`config.mk`:
```
export PLATFORM = sky130hd
export DESIGN_NAME = vsensor_ctrl_flat
export DESIGN_NICKNAME = d
export VERILOG_FILES = /design/src/rtl/vsensor_if.sv /design/src/rtl/vsensor_ctrl.sv /design/src/flat_wrapper.sv
export SDC_FILE = /design/constraint.sdc
export NUM_CORES = 1
export LEC_CHECK = 0
export ABC_AREA = 1
export BUFFER_PORTS_ARGS = -buffer_cell sky130_fd_sc_hd__clkbuf_2
export CORE_MARGIN = 2
export CORE_UTILIZATION = 50
export CTS_BUF_LIST = sky130_fd_sc_hd__clkbuf_16
export DETAILED_ROUTE_END_ITERATION = 10
export PLACE_DENSITY = 0.73
export SETUP_SLACK_MARGIN = 0.1
export SYNTH_ARGS = -nofsm -noshare
export SYNTH_HDL_FRONTEND = slang
export SYNTH_SLANG_ARGS = --single-unit
```
`constraint.sdc`:
```
create_clock -name clk -period 6.4 [get_ports clk]
set_input_delay 0.32 -clock clk [delete_from_list [all_inputs] [get_ports clk]]
set_output_delay 0.32 -clock clk [all_outputs]
set_load 0.1 [all_outputs]
```
`src/rtl/vsensor_if.sv`:
```
// Sensor-side bus of the voltage sensor macro: enable/calibration/offset
// toward the sensor, sample and calibration strobes back from it.
interface vsensor_if;
  logic       sen_en;
  logic       sen_calib;
  logic [9:0] sen_offset;
  logic       sen_valid;
  logic       sen_calib_done;
  logic [9:0] sen_data;

  modport master (
    output sen_en, sen_calib, sen_offset,
    input  sen_valid, sen_calib_done, sen_data
  );

  modport slave (
    input  sen_en, sen_calib, sen_offset,
    output sen_valid, sen_calib_done, sen_data
  );
endinterface

```
`src/rtl/vsensor_ctrl.sv`:
```
// Voltage sensor sequencer: calibrate once, then repeat interval-gated
// conversion bursts, average each burst and check it against a window.
module vsensor_ctrl #(
  parameter int AVG_LOG2 = 2,
  parameter int TIMEOUT  = 1023
) (
  input  logic             clk,
  input  logic             rst,
  input  logic             start,
  input  logic             stop,
  input  logic [9:0]       cfg_offset,
  input  logic [15:0]      cfg_interval,
  input  logic [9:0]       cfg_thresh_lo,
  input  logic [9:0]       cfg_thresh_hi,
  vsensor_if.master        sen,
  output logic             avg_valid,
  output logic [9:0]       avg_data,
  output logic             alarm_lo,
  output logic             alarm_hi,
  output logic             err_timeout,
  output logic             busy
);

  localparam int NS    = 1 << AVG_LOG2;
  localparam int ACC_W = 10 + AVG_LOG2;
  localparam int CNT_W = AVG_LOG2 + 1;
  localparam int TMO_W = (TIMEOUT > 1) ? $clog2(TIMEOUT) : 1;
  localparam logic [CNT_W-1:0] CNT_LAST = CNT_W'(NS - 1);
  localparam logic [TMO_W-1:0] TMO_LAST = TMO_W'(TIMEOUT - 1);

  typedef enum logic [2:0] {S_IDLE, S_CALIB, S_WAIT, S_CONV, S_ERR} state_e;

  function automatic logic [9:0] avg_trunc(input logic [ACC_W-1:0] sum);
    avg_trunc = 10'(sum >> AVG_LOG2);
  endfunction

  state_e             state_q, state_d;
  logic [ACC_W-1:0]   acc_q, acc_d;
  logic [CNT_W-1:0]   cnt_q, cnt_d;
  logic [15:0]        int_cnt_q, int_cnt_d;
  logic [TMO_W-1:0]   tmo_q, tmo_d;
  logic               sen_en_q, sen_en_d;
  logic               sen_calib_q, sen_calib_d;
  logic [9:0]         sen_offset_q, sen_offset_d;
  logic               avg_valid_q, avg_valid_d;
  logic [9:0]         avg_data_q, avg_data_d;
  logic               alarm_lo_q, alarm_lo_d;
  logic               alarm_hi_q, alarm_hi_d;
  logic               err_q, err_d;
  logic               busy_q, busy_d;
  logic [ACC_W-1:0]   sum;
  logic               tmo_exp;

  always_comb begin
    state_d      = state_q;
    acc_d        = acc_q;
    cnt_d        = cnt_q;
    int_cnt_d    = int_cnt_q;
    tmo_d        = tmo_q;
    sen_offset_d = sen_offset_q;
    avg_valid_d  = 1'b0;
    avg_data_d   = avg_data_q;
    alarm_lo_d   = alarm_lo_q;
    alarm_hi_d   = alarm_hi_q;
    err_d        = err_q;
    sum          = acc_q + ACC_W'(sen.sen_data);
    tmo_exp      = (tmo_q == TMO_LAST);

    if (stop && state_q != S_IDLE) begin
      // Abort: partial burst is dropped, results and sticky flags kept
      state_d = S_IDLE;
      acc_d   = '0;
      cnt_d   = '0;
      tmo_d   = '0;
    end else begin
      case (state_q)
        S_IDLE, S_ERR: begin
          if (start) begin
            state_d      = S_CALIB;
            sen_offset_d = cfg_offset;
            alarm_lo_d   = 1'b0;
            alarm_hi_d   = 1'b0;
            err_d        = 1'b0;
            acc_d        = '0;
            cnt_d        = '0;
            tmo_d        = '0;
          end
        end
        S_CALIB: begin
          if (sen.sen_calib_done) begin
            state_d   = S_WAIT;
            int_cnt_d = cfg_interval;
          end else if (tmo_exp) begin
            state_d = S_ERR;
            err_d   = 1'b1;
          end else begin
            tmo_d = tmo_q + TMO_W'(1);
          end
        end
        S_WAIT: begin
          if (int_cnt_q == '0) begin
            state_d = S_CONV;
            tmo_d   = '0;
          end else begin
            int_cnt_d = int_cnt_q - 16'd1;
          end
        end
        S_CONV: begin
          // An event in the expiry cycle wins over the timeout
          if (sen.sen_valid) begin
            tmo_d = '0;
            if (cnt_q == CNT_LAST) begin
              avg_data_d  = avg_trunc(sum);
              avg_valid_d = 1'b1;
              if (avg_trunc(sum) < cfg_thresh_lo) alarm_lo_d = 1'b1;
              if (avg_trunc(sum) > cfg_thresh_hi) alarm_hi_d = 1'b1;
              acc_d     = '0;
              cnt_d     = '0;
              state_d   = S_WAIT;
              int_cnt_d = cfg_interval;
            end else begin
              acc_d = sum;
              cnt_d = cnt_q + CNT_W'(1);
            end
          end else if (tmo_exp) begin
            state_d = S_ERR;
            err_d   = 1'b1;
            acc_d   = '0;
            cnt_d   = '0;
          end else begin
            tmo_d = tmo_q + TMO_W'(1);
          end
        end
        default: state_d = S_IDLE;
      endcase
    end

    sen_en_d    = (state_d == S_CALIB) || (state_d == S_CONV);
    sen_calib_d = (state_d == S_CALIB);
    busy_d      = (state_d == S_CALIB) || (state_d == S_WAIT) || (state_d == S_CONV);
  end

  always_ff @(posedge clk) begin
    if (rst) begin
      state_q      <= S_IDLE;
      acc_q        <= '0;
      cnt_q        <= '0;
      int_cnt_q    <= '0;
      tmo_q        <= '0;
      sen_en_q     <= 1'b0;
      sen_calib_q  <= 1'b0;
      sen_offset_q <= '0;
      avg_valid_q  <= 1'b0;
      avg_data_q   <= '0;
      alarm_lo_q   <= 1'b0;
      alarm_hi_q   <= 1'b0;
      err_q        <= 1'b0;
      busy_q       <= 1'b0;
    end else begin
      state_q      <= state_d;
      acc_q        <= acc_d;
      cnt_q        <= cnt_d;
      int_cnt_q    <= int_cnt_d;
      tmo_q        <= tmo_d;
      sen_en_q     <= sen_en_d;
      sen_calib_q  <= sen_calib_d;
      sen_offset_q <= sen_offset_d;
      avg_valid_q  <= avg_valid_d;
      avg_data_q   <= avg_data_d;
      alarm_lo_q   <= alarm_lo_d;
      alarm_hi_q   <= alarm_hi_d;
      err_q        <= err_d;
      busy_q       <= busy_d;
    end
  end

  assign sen.sen_en     = sen_en_q;
  assign sen.sen_calib  = sen_calib_q;
  assign sen.sen_offset = sen_offset_q;
  assign avg_valid      = avg_valid_q;
  assign avg_data       = avg_data_q;
  assign alarm_lo       = alarm_lo_q;
  assign alarm_hi       = alarm_hi_q;
  assign err_timeout    = err_q;
  assign busy           = busy_q;

endmodule

```
`src/flat_wrapper.sv`:
```
// flat-port wrapper written by rule: the top's interface ports become plain ports
module vsensor_ctrl_flat 
#(
  parameter int AVG_LOG2 = 2,
  parameter int TIMEOUT  = 1023
)
  (clk, rst, start, stop, cfg_offset, cfg_interval, cfg_thresh_lo, cfg_thresh_hi, avg_valid, avg_data, alarm_lo, alarm_hi, err_timeout, busy, sen_sen_en, sen_sen_calib, sen_sen_offset, sen_sen_valid, sen_sen_calib_done, sen_sen_data);
  vsensor_if sen_i ();
  input  logic clk;
  input  logic rst;
  input  logic start;
  input  logic stop;
  input  logic [9:0] cfg_offset;
  input  logic [15:0] cfg_interval;
  input  logic [9:0] cfg_thresh_lo;
  input  logic [9:0] cfg_thresh_hi;
  output logic avg_valid;
  output logic [9:0] avg_data;
  output logic alarm_lo;
  output logic alarm_hi;
  output logic err_timeout;
  output logic busy;
  output wire logic [$bits(sen_i.sen_en)-1:0] sen_sen_en;
  output wire logic [$bits(sen_i.sen_calib)-1:0] sen_sen_calib;
  output wire logic [$bits(sen_i.sen_offset)-1:0] sen_sen_offset;
  input wire logic [$bits(sen_i.sen_valid)-1:0] sen_sen_valid;
  input wire logic [$bits(sen_i.sen_calib_done)-1:0] sen_sen_calib_done;
  input wire logic [$bits(sen_i.sen_data)-1:0] sen_sen_data;
  assign sen_sen_en = sen_i.sen_en;
  assign sen_sen_calib = sen_i.sen_calib;
  assign sen_sen_offset = sen_i.sen_offset;
  assign sen_i.sen_valid = sen_sen_valid;
  assign sen_i.sen_calib_done = sen_sen_calib_done;
  assign sen_i.sen_data = sen_sen_data;
  vsensor_ctrl #(.AVG_LOG2(AVG_LOG2), .TIMEOUT(TIMEOUT)) u_core (.clk(clk), .rst(rst), .start(start), .stop(stop), .cfg_offset(cfg_offset), .cfg_interval(cfg_interval), .cfg_thresh_lo(cfg_thresh_lo), .cfg_thresh_hi(cfg_thresh_hi), .sen(sen_i), .avg_valid(avg_valid), .avg_data(avg_data), .alarm_lo(alarm_lo), .alarm_hi(alarm_hi), .err_timeout(err_timeout), .busy(busy));
endmodule
```
---- Yosys cells after proc, flatten, opt, wreduce, memory -nomap -nowiden ----
Cells that the tools add are included.
operators by class
  equal/unequal tests ..................... 20
  $lt $le $gt $ge ......................... 2
  add/subtract/negate cells ............... 4
  multiplexer cells ....................... 43
  reductions and logical operators ........ 22
  bitwise operators ....................... 3
operators by type and width
  cell                                                  number
  two-way mux 16 bit                                    4
  two-way mux 10 bit                                    5
  two-way mux 12 bit                                    4
  case mux 16 bit (3 select lines)                      1
  case mux 10 bit (4 select lines)                      1
  two-way mux 3 bit                                     11
  case mux 12 bit (2 select lines)                      1
  AND reduction 6 bit                                   3
  zero test 16 bit                                      1
  subtractor 16 x 1 -> 16 bit (second input constant)   1
  equality test 3 x 2 -> 1 bit (second input constant)  5
  adder 12 x 10 -> 12 bit                               1
  != test 2 bit (second input constant)                 6
  case mux 3 bit (4 select lines)                       1
  two-way mux 1 bit                                     11
  adder 10 x 1 -> 10 bit (second input constant)        1
  equality test 10 bit (second input constant)          1
  > comparator 10 bit                                   1
  < comparator 10 bit                                   1
  nonzero test 3 bit                                    3
  != test 2 x 1 -> 1 bit (second input constant)        4
  AND reduction 4 bit                                   2
  equality test 3 x 1 -> 1 bit (second input constant)  2
  case mux 3 bit (2 select lines)                       1
  15 further kinds                                      22
word-level totals
  output and inout port bits .............. 27
  bits in registers ....................... 71
  bits of input ports ..................... 62
  logic and storage cells ................. 108

---- Longest topological paths before layout ----
Gate-level depths: netlist (run 1).
  word-level depth ........................ 8
  gate-level depth with buffers ........... 18
  depth with buffers taken out ............ 18

---- Worst setup path before layout (run 1) ----
Ideal clock, no wire load.
  path kind ............................... in2reg
  start point ............................. input sen_sen_data[0]
  end point ............................... register u_core.alarm_hi_q, in the netlist u_core.alarm_hi
  stages on the path ...................... 17
  path slack .............................. 4,080 ps
  data arrival time ....................... 2,202 ps
  library setup time ...................... 118 ps
  required time ........................... 6,282 ps
  path buffers ............................ 0
  cells stage by stage .................... ha_1 inv_1 fa_1 inv_1 nand3_1 nand3_1 nand2_1 nand3_1 nand2_1 ha_1 nand2_1 nor2_1 nand4_1 nand2_1 nor2_1 a21oi_1 nor2_1
between the ends
  word-level cells in the longest chain between the ends .. 4
ends and longest elaborated chain
  item                              RTL line             text
  start, declared                   flat_wrapper.sv:28   input wire logic [$bits(sen_i.sen_data)-1:0] sen_sen_data;
  adder 12 x 10 -> 12 bit           vsensor_ctrl.sv:66   sum = acc_q + ACC_W'(sen.sen_data);
  named net u_core.sum[8]           vsensor_ctrl.sv:51   logic [ACC_W-1:0] sum;
  > comparator 10 bit               vsensor_ctrl.sv:116  if (avg_trunc(sum) > cfg_thresh_hi) alarm_hi_d = 1'b1;
  != test 2 x 1 -> 1 bit (no line)  --
  AND reduction 6 bit (no line)     --
  end signal, assigned              vsensor_ctrl.sv:171  alarm_hi_q <= alarm_hi_d;
  end, declared                     vsensor_ctrl.sv:48   logic alarm_hi_q, alarm_hi_d;
The timed path passes the listed nets, and every way through them passes these cells.
A chain may end at the register's enable or synchronous reset.

---- Worst setup path after layout (run 1) ----
  start point ............................. register u_core.acc_q[0]
  end point ............................... register u_core.alarm_hi_q, in the netlist u_core.alarm_hi
between the ends
  word-level cells in the longest chain between the ends .. 4
ends and longest elaborated chain
  item                              RTL line             text
  start, declared                   vsensor_ctrl.sv:38   logic [ACC_W-1:0] acc_q, acc_d;
  start signal, assigned            vsensor_ctrl.sv:146  acc_q <= '0;
  start signal, assigned            vsensor_ctrl.sv:161  acc_q <= acc_d;
  adder 12 x 10 -> 12 bit           vsensor_ctrl.sv:66
  named net u_core.sum[4]           vsensor_ctrl.sv:51
  > comparator 10 bit               vsensor_ctrl.sv:116
  != test 2 x 1 -> 1 bit (no line)  --
  AND reduction 6 bit (no line)     --
The timed path passes the listed nets, and every way through them passes these cells.

==> flow_summary.toml, run 1 <==
[critical_path]
endpoint_kind = "flip-flop"
crit_chain = "ha_1 -> inv_1 -> fa_1 -> inv_1 -> nand3_1 -> nand3_1 -> xor2_1 -> ha_1 -> nand2_1 -> nor2_1 -> o211ai_1 -> nand4_1 -> a21oi_1 -> nor2_1"
cp-start-kind = "flip-flop"
required_ns = 6.62
cp_data_arrival_time_ns = 2.88
cp_slowest_cell = "xor2_1"
worstSetupPathType = "flip-flop to flip-flop"
path_max_fanout = 4
cp_slowest_stage_delay_ns = 0.41

[synthesis]
synthArstFlopShare_pct = 0
yosys.area.top_type = "dfxtp_1"
synth_edf_count = 0
ys.flop_type = "dfxtp_1"
netlist_top_cells_area = "dfxtp_1, nand2_1, nor2_1"
synth_top_area_share_pct = 29.7
synth.ff_latch_count = 71
postSynthCellCount = 765
synth.avg_cell_area_sq_um = 6.26
synth_cell_types = 37
yosys_warnings = 0
synth_nets = 861
ys_seq_area_share_pct = 29.7
syn_area_sq_mm = 0.00479

[cts]
cts.sinks = 71
numCtsBuffers = 9
hold_buffers = 0
root_buffer = "clkbuf_16"
cts_setup_buffers = 0
cts.repair.resized = 0
cts_tree = "built"
cts.clk_slew.worst_paths_ns = 0.06
insertion_delay_ns = 0.33
cts_max_level = 3
ctsLongestPathBuffers = 2

[finish]
diodes = 0
fin_area_sq_mm = 0.00562
layout_common_cells = "nand2_1, nor2_1, inv_1, clkbuf_2, dfxtp_1"
n_fill_cell = 913
fin_nets = 946
layout_commonest_cell = "nand2_1"
multiInputGateArea_sq_mm = 0.00285
final_util_pct = 60.5
drive_above_1_share_pct = 15.2
syn_to_final_growth_pct = 17.3
register_area_sq_mm = 0.00142

[die]
die_h_um = 102
ioPinCount = 89
rows = 35
die_w_um = 102
start_util_pct = 51.6
core-area_sq_mm = 0.00928
die-area_sq_mm = 0.0104

[sta]
tns_ns = 0
slew_violations = 0
fin_skew_ns = 0.00858
period_share_pct = 41.6
min_period_ns = 2.66
max_freq_mhz = 376
setup_viol = 0
hold_viol = 0
worst_slew_pin_slew_ns = 0.736
maxSlewHeadroom_pct = 50.7
grt_setup_unrepaired = "no"

[power_and_ir_drop]
powerDensity_mw_per_mm2 = 272
p_sw_mw = 0.576
pwr-share-comb_pct = 32.3
power.total_mw = 1.53
swShare_pct = 37.7
vdd_ir_drop_max_mv = 0.225
internal_power_mw = 0.953
p_leak_nw = 2.99
p_seq_share_pct = 33.1
p_clk_share_pct = 34.6

[drt]
via_per_inst = 4.97
dr.pass1.iters = 4
ant_nets = 0
dr.first_iter.drc_count = 164
drt-total-wl_mm = 11.8
route.detailed.drc = 0
wire_per_inst_um = 12.0
vias = 4893

[placement]
routabilityCongestion = 0.942
hpwl_mm = 9.01
dpl-instance-area_sq_mm = 0.00531
portBuffers = 88

[grt]
grt-ovfl-total = 0
grt_pass1_wl_mm = 19.9
grt_max_degree = 25
first_global_vias = 4542
antenna_found_initial = 0
track_usage_pct = 23.8

[hold_path]
hold_path_class = "primary input to flip-flop"

[status]
status = "complete, no violations"

[flow_run]
max_cap_violations = 0
power groups by stage:
stage / logic, mW / clock network, mW / registers [mW]
finish: 0.494 / 0.529 / 0.505
global route: 0.561 / 0.558 / 0.511
global placement: 0.485 / 0 / 0.512
CTS: 0.496 / 0.537 / 0.505
floorplan: 0.306 / 0 / 0.604
detailed placement: 0.494 / 0 / 0.514
registers in the layout (all words and copies together), names as in the netlist:
register / count
u_core.busy: 1
u_core.avg_data: 10
u_core.acc_q: 12
u_core.avg_valid: 1
u_core.sen.sen_offset: 10
u_core.state_q: 3
u_core.alarm_hi: 1
u_core.cnt_q: 3
u_core.sen.sen_en: 1
u_core.tmo_q: 10
u_core.alarm_lo: 1
u_core.int_cnt_q: 16
u_core.err_timeout: 1
u_core.sen.sen_calib: 1
critical path, delay by kind of cell (launching register included):
kind	cells	cell delay [ns]
fa+ha+maj	3	0.90
simple gates	6	0.50
xor+xnor	1	0.41
flops	1	0.33
compound gates	2	0.22
buf+inv	2	0.19
layout make-up:
type	instances	share of cell area (%)
multi-input combinational	564	50.7
inverter	116	7.75
timing repair buffer	88	7.84
tap	129	2.87
clock buffer	9	4.01
sequential	71	25.3
clock inverter	7	1.56
per-stage QoR:
step,hold slack [ns],setup WS (ns),instances
after global placement,0.447,3.80,968
after detailed placement,0.459,3.71,968
after CTS,0.217,3.78,984
final,0.220,3.74,984
after floorplan,0.443,4.08,765
after global routing,0.229,3.52,984
synthesized netlist by cell type (5+ instances only):
cell type / n
nor3_1: 10
xor2_1: 8
nor2_1: 113
nand4_1: 12
ha_1: 33
nand2_2: 5
buf_2: 6
nand3_1: 41
o21ai_0: 36
inv_1: 111
nor2_2: 5
dfxtp_1: 71
nand2_1: 223
a21oi_1: 43
logic make-up after synthesis:
| family | Yosys count | share of synthesized area, % |
|---|---|---|
| AO/OA/AOI/OAI | 93 | 10.3 |
| XOR/XNOR | 10 | 1.83 |
| adder cells (fa/ha/maj) | 34 | 9.03 |
| buffers and inverters | 130 | 10.9 |
| flip-flops | 71 | 29.7 |
| AND/OR/NAND/NOR | 427 | 38.3 |
routing by layer:
metal  wire, um  up-vias  GRT usage [%]
met5          0        -              0
met4        163        0           6.77
met3        509       14           4.31
met2       5530      106           41.7
met1       5580     2199           30.0
li1           -     2574              -
worst paths after layout:
check / start / end / slack (ns) / depth (start not counted)
min reg2reg: u_core.acc_q[0]$_SDFFE_PP0P_ / u_core.acc_q[0]$_SDFFE_PP0P_ / 0.47 / 2
min: cfg_offset[2] / u_core.sen.sen_offset[2]$_SDFFE_PP0P_ / 0.22 / 3
max: u_core.acc_q[0]$_SDFFE_PP0P_ / u_core.alarm_hi$_SDFFE_PP0P_ / 3.74 / 14
max reg2reg: u_core.acc_q[0]$_SDFFE_PP0P_ / u_core.alarm_hi$_SDFFE_PP0P_ / 3.74 / 14
Power figures use the tool's default switching activity.
==> inputs of run 2 (changes only) <==
--- a/config.mk
+++ b/config.mk
@@ -11,7 +11,7 @@
 export CORE_UTILIZATION = 50
 export CTS_BUF_LIST = sky130_fd_sc_hd__clkbuf_16
 export DETAILED_ROUTE_END_ITERATION = 10
-export PLACE_DENSITY = 0.73
+export PLACE_DENSITY = 0.76
 export SETUP_SLACK_MARGIN = 0.1
 export SYNTH_ARGS = -nofsm -noshare
 export SYNTH_HDL_FRONTEND = slang
==> constraint.sdc (replaced) <==
create_clock -name clk -period 2.25 [get_ports clk]
set_input_delay 0.1125 -clock clk [delete_from_list [all_inputs] [get_ports clk]]
set_output_delay 0.1125 -clock clk [all_outputs]
set_load 0.1 [all_outputs]
==> flow_summary.toml, run 2 (same netlist as run 1, synthesis figures left out) <==
[hold_path]
holdPathStages = 3
hold_path_class = "primary input to flip-flop"

[critical_path]
worstSetupPathType = "flip-flop to flip-flop"
path_max_fanout = 4
worst-r2r-setup-slack_ns = -0.30
cp_data_arrival_time_ns = 2.78
endpoint_kind = "flip-flop"
cp-start-kind = "flip-flop"
rr_worst_depth = 14
required_ns = 2.48

[die]
die-area_sq_mm = 0.0104
ioPinCount = 89
die_h_um = 102
die_w_um = 102
rows = 35
core-area_sq_mm = 0.00928
start_util_pct = 51.6

[cts]
cts.clk_slew.worst_paths_ns = 0.06
cts_tree = "built"
cts_max_level = 3
hold_buffers = 0
cts.sinks = 71
root_buffer = "clkbuf_16"
insertion_delay_ns = 0.34
ctsLongestPathBuffers = 2
numCtsBuffers = 9

[finish]
largest_reg_flops = 16
top_regs = "u_core.int_cnt_q (16), u_core.acc_q (12)"
drive_above_1_share_pct = 27.0
n_fill_cell = 757
largest_register = "u_core.int_cnt_q"
final_util_pct = 68.6
multiInputGateArea_sq_mm = 0.00328
syn_to_final_growth_pct = 33.0
fin_nets = 982
diodes = 0
layout_commonest_cell = "nand2_1"
layout_common_cells = "nand2_1, inv_1, nor2_1, clkbuf_2, dfxtp_1"
fin_area_sq_mm = 0.00637
register_area_sq_mm = 0.00143

[placement]
portBuffers = 88
hpwl_mm = 9.54
dpl-instance-area_sq_mm = 0.00553
routabilityCongestion = 0.932

[grt]
first_global_vias = 5135
track_usage_pct = 26.8
grt_pass1_wl_mm = 22.5
grt-ovfl-total = 0
grt_max_degree = 22
antenna_found_initial = 0

[sta]
grt_setup_unrepaired = "yes"
layout_setup_ws_ns = -0.305
maxSlewHeadroom_pct = 57.3
hold_viol = 0
min_period_ns = 2.55
fin_skew_ns = 0.00756
max_freq_mhz = 391
setup_viol = 2
period_share_pct = 114
slew_violations = 0
worst_slew_pin_slew_ns = 0.640
tns_ns = -0.478

[status]
violations = "setup timing"
status = "finished with violations"

[drt]
ant_nets = 0
drt-total-wl_mm = 14.9
dr.pass1.iters = 6
route.detailed.drc = 0
wire_per_inst_um = 14.6
via_per_inst = 5.40
dr.first_iter.drc_count = 419
vias = 5504

[power_and_ir_drop]
p_leak_nw = 3.24
powerDensity_mw_per_mm2 = 726
vdd_ir_drop_max_mv = 0.621

[flow_run]
max_cap_violations = 0
[run 2: cell types whose count changed in the layout (fill, tap and decap cells not counted), moves of 8 or more]
cell and change:
a21oi_1 -8, nor2_1 -8, ha_4 +18, nand2_1 -19, nand2_2 +17, a21oi_2 +8
buf_4 +33, ha_1 -18
[run 2: final cells by class]
type / count / area share [%]
Multi-Input combinational cell: 564 / 51.5
Sequential cell: 71 / 22.4
Timing Repair Buffer: 124 / 11.3
Inverter: 116 / 6.87
Clock buffer: 9 / 3.53
Tap cell: 129 / 2.53
Clock inverter: 7 / 1.75
[run 2: per-stage QoR]
step	worst slack, ns	hold WS, ns	cells	total power, mW
6_report	-0.305	0.000984	1020	4.62
5_1_grt	-0.324	0.0143	1020	4.88
4_1_cts	-0.00363	0.00666	1014	4.56
3_5_place_dp	-0.127	0.343	994	2.90
3_3_place_gp	-0.0327	0.336	994	2.87
2_1_floorplan	0.0691	0.247	765	2.59
[run 2: routing by layer]
layer,part of all wire [%],vias to the layer above,wire length [um],track usage (%)
li1,-,2646,-,-
met1,40,2497,6000,32.3
met2,48,284,7120,48.1
met3,7.1,77,1060,3.49
met4,4.9,0,732,11.0
met5,0,-,0,0
[run 2: power by group]
group	switching, mW	leakage (nW)	internal [mW]
Combinational	1.09	2.50	0.462
Sequential	0.0842	0.581	1.36
Clock	0.559	0.163	1.07
[run 2: critical path, cell delays in order, from the launching register on]
cell and delay (ns):
dfxtp_2 0.33, ha_4 0.29, nand2_1 0.11, nor2_1 0.21
nand2_1 0.16, nand4_1 0.19, nand2_2 0.13, ha_4 0.30
nand2_4 0.05, nor2_4 0.13, nand4_1 0.10, nand2_1 0.11
nor2_1 0.08, a21oi_2 0.18, nor2_1 0.06
[run 2: worst paths after layout]
check	endpoint	startpoint
hold reg to reg	u_core.cnt_q[1]$_SDFFE_PP0P_	u_core.cnt_q[1]$_SDFFE_PP0P_
hold / removal	u_core.sen.sen_offset[5]$_SDFFE_PP0P_	cfg_offset[5]
setup reg to reg	u_core.alarm_hi$_SDFFE_PP0P_	u_core.acc_q[6]$_SDFFE_PP0P_
setup / recovery	u_core.alarm_hi$_SDFFE_PP0P_	u_core.acc_q[6]$_SDFFE_PP0P_
[run 2: what timing repair did]
item | in CTS | in global routing
pin swaps | 17 | 13
endpoints found under the setup margin | 2 | 2
resized for setup | 40 | 39
hold endpoints to repair | 0 | 0
setup buffers | 4 | 6
==> inputs of run 3 (changes only) <==
--- a/config.mk
+++ b/config.mk
@@ -5,13 +5,12 @@
 export SDC_FILE = /design/constraint.sdc
 export NUM_CORES = 1
 export LEC_CHECK = 0
-export ABC_AREA = 1
 export BUFFER_PORTS_ARGS = -buffer_cell sky130_fd_sc_hd__clkbuf_2
 export CORE_MARGIN = 2
 export CORE_UTILIZATION = 50
 export CTS_BUF_LIST = sky130_fd_sc_hd__clkbuf_16
 export DETAILED_ROUTE_END_ITERATION = 10
-export PLACE_DENSITY = 0.76
+export PLACE_DENSITY = 0.75
 export SETUP_SLACK_MARGIN = 0.1
 export SYNTH_ARGS = -nofsm -noshare
 export SYNTH_HDL_FRONTEND = slang
==> constraint.sdc (replaced) <==
create_clock -name clk -period 2.25 [get_ports clk]
set_input_delay 0.675 -clock clk [delete_from_list [all_inputs] [get_ports clk]]
set_output_delay 0.675 -clock clk [all_outputs]
set_load 0.1 [all_outputs]
==> flow_summary.toml, run 3 <==
[grt]
grt_max_degree = 22
grt-ovfl-total = 0
grt_pass1_wl_mm = 20.1
antenna_found_initial = 0
first_global_vias = 4271
track_usage_pct = 25.7

[drt]
ant_nets = 0
vias = 4570
wire_per_inst_um = 15.6
via_per_inst = 5.68
dr.first_iter.drc_count = 196
route.detailed.drc = 0
dr.pass1.iters = 4
drt-total-wl_mm = 12.5

[placement]
dpl-instance-area_sq_mm = 0.00528
dpl_worst_slack_ns = -1.05
hpwl_mm = 8.82
portBuffers = 88
routabilityCongestion = 0.866

[critical_path]
cp-start-kind = "primary input"
path_buf_inv = 2
cpMostUsedCell = "ha_4"
worstSetupPathType = "primary input to flip-flop"
cp_slowest_stage_delay_ns = 0.51
crit_start = "sen_sen_data[0]"
crit_family = "compound AO/OA/AOI/OAI gates"
required_ns = 2.53
crit_cells = 14
r2r-start = "u_core.acc_q[1]$_SDFFE_PP0P_"
path_max_fanout = 3
crit_chain = "buf_6 -> ha_4 -> inv_2 -> fa_2 -> nand2b_4 -> a21oi_2 -> o311a_1 -> or4b_4 -> nand3_4 -> ha_4 -> a21o_1 -> a211oi_2 -> o211ai_1 -> nand3_1"
worst-r2r-setup-slack_ns = -0.52
cp_data_arrival_time_ns = 3.11
crit_end = "u_core.alarm_lo$_SDFFE_PP0P_"
r2r-end = "u_core.alarm_lo$_SDFFE_PP0P_"
cp_slowest_cell = "or4b_4"
rr_worst_depth = 12
endpoint_kind = "flip-flop"

[synthesis]
synth_nets = 641
ys.flop_type = "dfxtp_1"
yosys_warnings = 0
synth.avg_cell_area_sq_um = 7.88
yosysMostFrequentCell = "nand2_1"
synth_cell_types = 63
synth_edf_count = 0
yosys.area.top_type = "dfxtp_1"
ys_seq_area_share_pct = 33.1
synth.ff_latch_count = 71
postSynthCellCount = 545
yosys-top-cells-count = "nand2_1, dfxtp_1, a21oi_1"
synthArstFlopShare_pct = 0
syn_area_sq_mm = 0.00429
synth_top_area_share_pct = 33.1
netlist_top_cells_area = "dfxtp_1, ha_1, a21oi_1"

[hold_path]
hold_path_class = "flip-flop to flip-flop"
holdPathStages = 2

[power_and_ir_drop]
vdd_ir_drop_max_mv = 0.381
powerDensity_mw_per_mm2 = 610
p_clk_share_pct = 42.5
swShare_pct = 29.5
pwr-share-comb_pct = 21.1
internal_power_mw = 2.56
p_seq_share_pct = 36.5
p_sw_mw = 1.07
p_leak_nw = 2.69
power.total_mw = 3.63

[sta]
min_period_ns = 2.84
max_freq_mhz = 353
layout_setup_ws_ns = -0.586
slew_violations = 0
period_share_pct = 126
fin_skew_ns = 0.00861
grt_setup_unrepaired = "yes"
worst_slew_pin_slew_ns = 0.636
setup_viol = 2
hold_viol = 0
maxSlewHeadroom_pct = 57.5

[die]
die_w_um = 96.7
die-area_sq_mm = 0.00935
core-area_sq_mm = 0.00826
rows = 33
start_util_pct = 52.0
die_h_um = 96.7
ioPinCount = 89

[finish]
top_regs = "u_core.int_cnt_q (16), u_core.acc_q (12)"
layout_commonest_cell = "clkbuf_2"
syn_to_final_growth_pct = 38.6
drive_above_1_share_pct = 32.3
layout_common_cells = "clkbuf_2, nand2_1, dfxtp_1, buf_4, a21oi_1"
largest_reg_flops = 16
fin_area_sq_mm = 0.00595
n_fill_cell = 645
fin_nets = 791
diodes = 0
largest_register = "u_core.int_cnt_q"

[cts]
cts.clk_slew.worst_paths_ns = 0.06
ctsLongestPathBuffers = 2
cts.sinks = 71
hold_buffers = 0
cts_tree = "built"
cts_max_level = 3
root_buffer = "clkbuf_16"
numCtsBuffers = 9
insertion_delay_ns = 0.33

[status]
violations = "setup timing"
status = "finished with violations"

[flow_run]
max_cap_violations = 0
[run 3: repair_timing]
action                                  in CTS  in global routing
resized for setup                           19                 27
endpoints found under the setup margin       9                 32
pin swaps                                   17                 23
buffers inserted                             8                  8
[run 3: final cells by class]
cell class              instances  area (sq um)  area share, %
multi-input cells             422          2930           49.2
flip-flops and latches         71          1420           23.9
inverters                      34           128           2.14
well taps                     105           131           2.21
clock inverters                 7          95.1           1.60
repair buffers                157          1020           17.1
clock buffers                   9           225           3.78
[run 3: power by group through the flow]
stage	Clock [mW]	Combinational [mW]	Sequential, mW
after floorplan	0	0.327	1.47
after global placement	0	0.652	1.35
after detailed placement	0	0.669	1.35
after CTS	1.56	0.686	1.32
after global routing	1.61	0.826	1.33
final	1.54	0.765	1.32
[run 3: routing by layer]
metal / track usage [%] / routed length [um]
met1: 31.9 / 5240
met2: 45.0 / 6380
met3: 3.76 / 635
met4: 9.97 / 279
met5: 0 / 0
[run 3: worst min-delay path by stage]
stage | start | end
final | u_core.avg_data[3]$_SDFFE_PP0P_ | u_core.avg_data[3]$_SDFFE_PP0P_
after global routing | u_core.sen.sen_offset[0]$_SDFFE_PP0P_ | u_core.sen.sen_offset[0]$_SDFFE_PP0P_
after CTS | u_core.avg_data[3]$_SDFFE_PP0P_ | u_core.avg_data[3]$_SDFFE_PP0P_
after detailed placement | u_core.avg_data[3]$_SDFFE_PP0P_ | u_core.avg_data[3]$_SDFFE_PP0P_
after global placement | u_core.sen.sen_offset[8]$_SDFFE_PP0P_ | u_core.sen.sen_offset[8]$_SDFFE_PP0P_
after floorplan | u_core.tmo_q[6]$_SDFFE_PP0P_ | u_core.tmo_q[6]$_SDFFE_PP0P_
[run 3: stage by stage]
stage	instances	hold slack, ns	util [%]	TNS (ns)
2_1_floorplan	545	0.426	-	-1.85
3_3_place_gp	775	0.442	64.0	-4.67
3_5_place_dp	775	0.450	64.0	-5.34
4_1_cts	798	0.458	69.8	-1.29
6_report	805	0.456	72.1	-1.14
5_1_grt	805	0.472	72.1	-1.53
[run 3: kinds of logic (layout without fill, tap and decap cells)]
family          after synthesis  after routing  synth area share (%)
buf+inv                      52            207                  4.87
flops                        71             71                  33.1
simple gates                210            210                  24.8
xor+xnor                      6              6                  1.22
fa+ha+maj                    34             34                  10.1
compound gates              172            172                  26.0
[run 3: worst min-delay path: cells and delay by family (launching register included)]
| family | cells | cell delay [ns] |
|---|---|---|
| flops | 1 | 0.31 |
| simple gates | 1 | 0.05 |
| compound gates | 1 | 0.05 |
